**src/rtl/filter_uart_pkg.sv**
```systemverilog
// Shared definitions for the filter-sample UART transmitter.
// Holds the FSM state encoding, the data width and the frame lengths
// for both parity modes (FILTER_UART_PARITY_EN selects 8E1, otherwise 8N1).
package filter_uart_pkg;

    typedef enum logic [2:0] {
        S_IDLE   = 3'd0,
        S_START  = 3'd1,
        S_DATA   = 3'd2,
        S_PARITY = 3'd3,
        S_STOP   = 3'd4
    } uart_state_e;

    localparam int unsigned DATA_BITS      = 8;
    localparam int unsigned FRAME_BITS_8N1 = 10;
    localparam int unsigned FRAME_BITS_8E1 = 11;

endpackage

```
**src/rtl/sample_fifo.sv**
```systemverilog
// Synchronous sample FIFO.
// Ports:
//   clk, rst_n       clock, asynchronous active-low reset
//   push, wr_data    write request and data (ignored while full)
//   pop, rd_data     read request (ignored while empty) and head entry
//   full, empty      derived from level
//   level            occupancy, 0..DEPTH
// DEPTH must be a power of two so the pointers wrap naturally.
module sample_fifo #(
    parameter int unsigned DEPTH = 4,
    parameter int unsigned WIDTH = 8
) (
    input  logic                   clk,
    input  logic                   rst_n,
    input  logic                   push,
    input  logic                   pop,
    input  logic [WIDTH-1:0]       wr_data,
    output logic [WIDTH-1:0]       rd_data,
    output logic                   full,
    output logic                   empty,
    output logic [$clog2(DEPTH):0] level
);

    localparam int unsigned PW = $clog2(DEPTH);
    localparam int unsigned LW = PW + 1;

    logic [WIDTH-1:0] mem [DEPTH];
    logic [PW-1:0]    wr_ptr;
    logic [PW-1:0]    rd_ptr;
    logic             do_push;
    logic             do_pop;

    assign full    = (level == LW'(DEPTH));
    assign empty   = (level == '0);
    assign do_push = push && !full;
    assign do_pop  = pop && !empty;
    assign rd_data = mem[rd_ptr];

    always_ff @(posedge clk) begin
        if (do_push) begin
            mem[wr_ptr] <= wr_data;
        end
    end

    always_ff @(posedge clk or negedge rst_n) begin
        if (!rst_n) begin
            wr_ptr <= '0;
            rd_ptr <= '0;
            level  <= '0;
        end else begin
            if (do_push) begin
                wr_ptr <= wr_ptr + PW'(1);
            end
            if (do_pop) begin
                rd_ptr <= rd_ptr + PW'(1);
            end
            case ({do_push, do_pop})
                2'b10:   level <= level + LW'(1);
                2'b01:   level <= level - LW'(1);
                default: level <= level;
            endcase
        end
    end

endmodule

```
**src/rtl/filter_sample_uart_tx.sv**
```systemverilog
// Output stage of the digital filter: buffers 8-bit samples and sends each
// one as a UART frame, LSB first.
// Optional feature macro: FILTER_UART_PARITY_EN (adds an even-parity bit, 8E1);
// when undefined the frame is 8N1 and no parity logic exists.
// Ports:
//   clk, rst_n        clock, asynchronous active-low reset
//   ena               allow new frames to start (current frame always completes)
//   s_data, s_valid   sample input, accepted when s_valid && s_ready
//   s_ready           FIFO not full (low during reset)
//   tx                registered serial line, idle high
//   busy              frame on the line or samples queued
//   level             FIFO occupancy
module filter_sample_uart_tx
    import filter_uart_pkg::*;
#(
    parameter int unsigned CLKS_PER_BIT = 434,
    parameter int unsigned FIFO_DEPTH   = 4
) (
    input  logic                        clk,
    input  logic                        rst_n,
    input  logic                        ena,
    input  logic [7:0]                  s_data,
    input  logic                        s_valid,
    output logic                        s_ready,
    output logic                        tx,
    output logic                        busy,
    output logic [$clog2(FIFO_DEPTH):0] level
);

    localparam int unsigned   TW         = (CLKS_PER_BIT > 1) ? $clog2(CLKS_PER_BIT) : 1;
    localparam logic [TW-1:0] TIMER_LAST = TW'(CLKS_PER_BIT - 1);
    localparam logic [2:0]    LAST_BIT   = 3'(DATA_BITS - 1);

    uart_state_e          state;
    uart_state_e          state_d;
    logic [TW-1:0]        timer;
    logic [TW-1:0]        timer_d;
    logic [2:0]           bit_idx;
    logic [2:0]           bit_idx_d;
    logic [DATA_BITS-1:0] shift;
    logic [DATA_BITS-1:0] shift_d;
    logic                 tx_d;
    logic                 ready_en;
    logic                 push;
    logic                 pop;
    logic                 full;
    logic                 empty;
    logic [DATA_BITS-1:0] head;
    logic                 bit_done;
    logic                 frame_ready;

    assign bit_done    = (timer == TIMER_LAST);
    assign frame_ready = ena && !empty;
    assign s_ready     = ready_en && !full;
    assign push        = s_valid && s_ready;
    assign busy        = (state != S_IDLE) || (level != '0);

    sample_fifo #(
        .DEPTH (FIFO_DEPTH),
        .WIDTH (DATA_BITS)
    ) u_fifo (
        .clk     (clk),
        .rst_n   (rst_n),
        .push    (push),
        .pop     (pop),
        .wr_data (s_data),
        .rd_data (head),
        .full    (full),
        .empty   (empty),
        .level   (level)
    );

    // Holds s_ready low until the first edge after reset release.
    always_ff @(posedge clk or negedge rst_n) begin
        if (!rst_n) begin
            ready_en <= 1'b0;
        end else begin
            ready_en <= 1'b1;
        end
    end

    always_ff @(posedge clk or negedge rst_n) begin
        if (!rst_n) begin
            state   <= S_IDLE;
            timer   <= '0;
            bit_idx <= '0;
            shift   <= '0;
            tx      <= 1'b1;
        end else begin
            state   <= state_d;
            timer   <= timer_d;
            bit_idx <= bit_idx_d;
            shift   <= shift_d;
            tx      <= tx_d;
        end
    end

    always_comb begin
        state_d = state;
        case (state)
            S_IDLE:  if (frame_ready) state_d = S_START;
            S_START: if (bit_done) state_d = S_DATA;
            S_DATA: begin
                if (bit_done && (bit_idx == LAST_BIT)) begin
`ifdef FILTER_UART_PARITY_EN
                    state_d = S_PARITY;
`else
                    state_d = S_STOP;
`endif
                end
            end
`ifdef FILTER_UART_PARITY_EN
            S_PARITY: if (bit_done) state_d = S_STOP;
`endif
            S_STOP:  if (bit_done) state_d = frame_ready ? S_START : S_IDLE;
            default: state_d = S_IDLE;
        endcase
    end

    // tx is driven from the next state so the line changes on the same edge
    // as the state register, giving a one-cycle pop-to-start-bit latency.
    always_comb begin
        pop       = frame_ready && ((state == S_IDLE) || ((state == S_STOP) && bit_done));
        shift_d   = pop ? head : shift;
        timer_d   = ((state == S_IDLE) || bit_done) ? '0 : timer + TW'(1);
        bit_idx_d = (state != S_DATA) ? '0 : (bit_done ? bit_idx + 3'd1 : bit_idx);
        case (state_d)
            S_START:  tx_d = 1'b0;
            S_DATA:   tx_d = shift_d[bit_idx_d];
`ifdef FILTER_UART_PARITY_EN
            S_PARITY: tx_d = ^shift_d;
`endif
            default:  tx_d = 1'b1;
        endcase
    end

endmodule

```
**config.mk**
```make
export PLATFORM = sky130hd
export DESIGN_NAME = filter_sample_uart_tx
export DESIGN_NICKNAME = d
export VERILOG_FILES = /design/src/rtl/filter_uart_pkg.sv /design/src/rtl/sample_fifo.sv /design/src/rtl/filter_sample_uart_tx.sv
export SDC_FILE = /design/constraint.sdc
export NUM_CORES = 1
export LEC_CHECK = 0
export CAP_MARGIN = 20
export CORE_MARGIN = 2
export CORE_UTILIZATION = 45
export DETAILED_ROUTE_END_ITERATION = 12
export PLACE_DENSITY_LB_ADDON = 0.2
export SLEW_MARGIN = 20
export SYNTH_ARGS = -nofsm -noshare
export SYNTH_HDL_FRONTEND = slang
export SYNTH_HIERARCHICAL = 1
export SYNTH_SLANG_ARGS = --single-unit
```
**constraint.sdc**
```tcl
create_clock -name clk -period 2.9 [get_ports clk]
set_input_delay 0.725 -clock clk [delete_from_list [all_inputs] [get_ports clk]]
set_output_delay 0.725 -clock clk [all_outputs]
set_load 0.01 [all_outputs]
```
==> implementation parameters <==
Parameter                              Value

Run status
  Outcome ... completed

STA
  Final worst slack ... 0.0794 ns
  Total negative setup slack ... 0 ns
  Worst Max-Slew Pin Slew ... 0.656 ns
  Clock skew after layout ... 0.00917 ns
  Unrepaired setup endpoints after global routing ... no
  Achievable frequency ... 0.355 GHz
  Number of slew-limit violations in the final report ... 0
  Period utilisation layout ... 97.3%
  Shortest period the worst path allows ... 2.82 ns
  Setup violation total in the final timing report ... 0
  Count of final hold-check violations ... 0
  Max transition margin ... 56.0%

Worst hold path
  Worst Min Path Start ... shift[1]
  Worst min path class ... reg2reg

Critical path
  Kind of cell with the highest combined delay on the critical path ... simple AND/OR/NAND/NOR gates
  Length in cells of the worst reg-to-reg path ... 13
  Standard cell with the maximum stage delay on the critical path ... sky130_fd_sc_hd__clkdlybuf4s50_1
  Worst R2R Setup Slack ... 0.42 ns
  Crit Path Category ... reg2out
  Critical path capture point type ... primary output
  Buffers & Inverters on Critical Path ... 1
  Slowest cell delay on critical path ... 0.49 ns
  Kind of start point of the critical path ... flip-flop
  Capture point of the critical path ... busy
  Worst reg2reg path endpoint ... u_fifo/level[2]
  Startpoint of the worst register-to-register path ... timer[1]
  Start point of the critical path ... state[2]
  Cell chain of the critical path ... or3_1 -> or4_1 -> clkdlybuf4s50_1
  Stages on worst setup path ... 3
  Largest fanout of any net on the critical path ... 5
  Data required time of the worst path ... 2.17 ns
  Crit path DAT ... 2.10 ns

CTS
  Worst-Skew Late Latency ... 0.34 ns
  TritonCTS buffer count ... 9
  Clock tree from TritonCTS ... done
  Maximum count of clock buffers along a single path ... 2
  CTS H-tree lvls ... 3
  Clock tree sinks ... 64
  Clock-pin slew of the registers on the worst-case setup and hold paths ... 0.07 ns
  Root Buffer Master ... sky130_fd_sc_hd__clkbuf_8
  Post-CTS setup buffers ... 0

Layout
  Commonest cells after routing, fill and taps aside ... 32 x sky130_fd_sc_hd__edfxtp_1, 30 x sky130_fd_sc_hd__dfrtp_1, 17 x sky130_fd_sc_hd__clkdlybuf4s50_1
  Diodes inserted ... 0
  Commonest non-fill, non-tap cell in the layout ... sky130_fd_sc_hd__edfxtp_1
  Fraction of layout cells with a size suffix above 1 ... 17.4%
  Fill cell total of the finished layout ... 543
  # nets final ... 275
  Area added between synthesis and finish ... 15.4%
  Post-route cell area ... 3430 sq um

Die
  Horizontal extent of the die ... 85.3 um
  Die height ... 85.3 um
  I/O pin count ... 18
  Row cnt ... 29
  Area enclosed by the die boundary ... 7280 sq um
  Starting Density ... 46.6%
  Area of the placeable core ... 6390 sq um

Synthesis
  Syn_nets ... 247
  Largest cells by area after synthesis ... sky130_fd_sc_hd__edfxtp_1 32%, sky130_fd_sc_hd__dfrtp_1 26%, sky130_fd_sc_hd__mux4_2 6.1%
  Count of flip-flops with a built-in enable after synthesis ... 32
  Cells after synthesis ... 225
  Share of the synthesized area in the top cell type ... 32.3%
  Leading area contributor after synthesis ... sky130_fd_sc_hd__edfxtp_1
  Post-Synthesis Cell Area ... 2970 sq um
  Mapped Avg Cell Area ... 13.2 sq um
  Ys async rst share ... 50.0%
  Top flip-flop cell by instance count after synthesis ... sky130_fd_sc_hd__edfxtp_1
  Fraction of the yosys area taken by sequential cells ... 59.3%
  Count of state elements after synthesis ... 64
  Synth warn ... 6
  Unique masters post-synth ... 55

Pwr
  Total power draw ... 2530 uW
  Maximum VDD drop ... 0.476 mV
  Reported leakage power ... 0.00135 uW
  Power density over the cells ... 738 nW/um^2

Run
  Max capacitance violation total ... 0

Global route
  Antenna violations before repair ... 0
  Grt total ovfl ... 0
  Wire length of the first global-routing pass ... 8.73 mm
  Number of global-route vias before repair ... 1792
  Global Route Usage Sum ... 16.0%
  Pin count of the biggest net entering global routing ... 33

Placement
  Port bufs ... 17
  Final Wtd Congestion ... 0.801
  Post-placement setup slack ... 0.0638 ns
  Cell Area, Placed ... 3260 sq um
  Placed wire-length estimate after detailed placement ... 3.57 mm

Route
  Overall via count from detail_route ... 1840
  Post-route antenna net violation count ... 0
  Via-to-Cell Ratio ... 5.49
  1st-iter DRT viols ... 145
  Average routed wire per standard cell ... 15.6 um
  Number of DRC violations after detailed routing ... 0
  Drt first pass iters ... 4
  Final wirelength ... 5.23 mm
[sequential cells by signal, summed over array words and instances (netlist names)]
signal and count:
u_fifo/mem 32, timer 9, shift 8, bit_idx 3
state 3, u_fifo/level 3, u_fifo/rd_ptr 2, u_fifo/wr_ptr 2
ready_en 1, tx 1
[routing by layer]
metal,part of all wire (%),wire length [um],GRT usage [%],vias to the layer above
li1,-,-,-,891
met1,47,2460,21.0,908
met2,48,2500,24.9,30
met3,2.6,135,3.02,11
met4,2.4,128,9.38,0
met5,0,0,0,-
[logic make-up after synthesis]
logic type	share of synthesized area (%)
fa+ha+maj	4.46
mux	6.90
simple gates	15.2
xor+xnor	3.83
flops	59.3
buf+inv	2.44
other cells	0.126
compound gates	7.78
[power breakdown]
group	total (uW)	internal, uW	switching, uW	leakage [uW]
Combinational	569	312	257	0.000586
Clock	665	307	358	0.0000753
Sequential	1300	1130	171	0.000685
Total	2530	1750	786	0.00135
[worst min path at each step]
stage	endpoint	slack [ns]	cells past startpoint
floorplan	bit_idx[0]	0.43	0
global placement	shift[1]	0.46	1
detailed placement	shift[1]	0.47	1
CTS	shift[1]	0.49	1
global route	shift[1]	0.52	1
finish	shift[1]	0.49	1
[what timing repair did]
item | in CTS | in global routing
resized for setup | 0 | 1
hold buffers | 0 | 0
setup endpoints to repair | 0 | 1
[per-stage QoR]
step / hold slack (ns) / utilization (%) / instances
after global routing: 0.516 / 53.7 / 335
after detailed placement: 0.474 / 51.0 / 319
after floorplan: 0.429 / - / 225
final: 0.489 / 53.7 / 335
after global placement: 0.460 / 51.0 / 319
after CTS: 0.491 / 53.7 / 335
[area by class of cell]
| class | count | area, sq um | area share, % |
|---|---|---|---|
| clock buffers | 9 | 124 | 3.61 |
| clock inverters | 7 | 47.5 | 1.39 |
| inverters | 12 | 45.0 | 1.31 |
| multi-input cells | 143 | 1140 | 33.2 |
| flip-flops and latches | 64 | 1760 | 51.4 |
| well taps | 77 | 96.3 | 2.81 |
| repair buffers | 23 | 215 | 6.27 |
[synth_stat cells, drive strengths merged, types with 2 or more instances]
cell type,instances
edfxtp,32
dfrtp,31
nand3,15
nor2,13
inv,12
nand2,11
o21ai,11
ha,9
xor2,9
mux4,8
and2,6
a21oi,5
and3,5
nand4,5
buf,4
xnor2,4
a21boi,3
nor2b,3
or4,3
a21o,2
a41oi,2
clkbuf,2
nand4b,2
nor3,2
nor3b,2
o22ai,2
or3,2
Note: power is estimated with default switching activity, not from simulation.
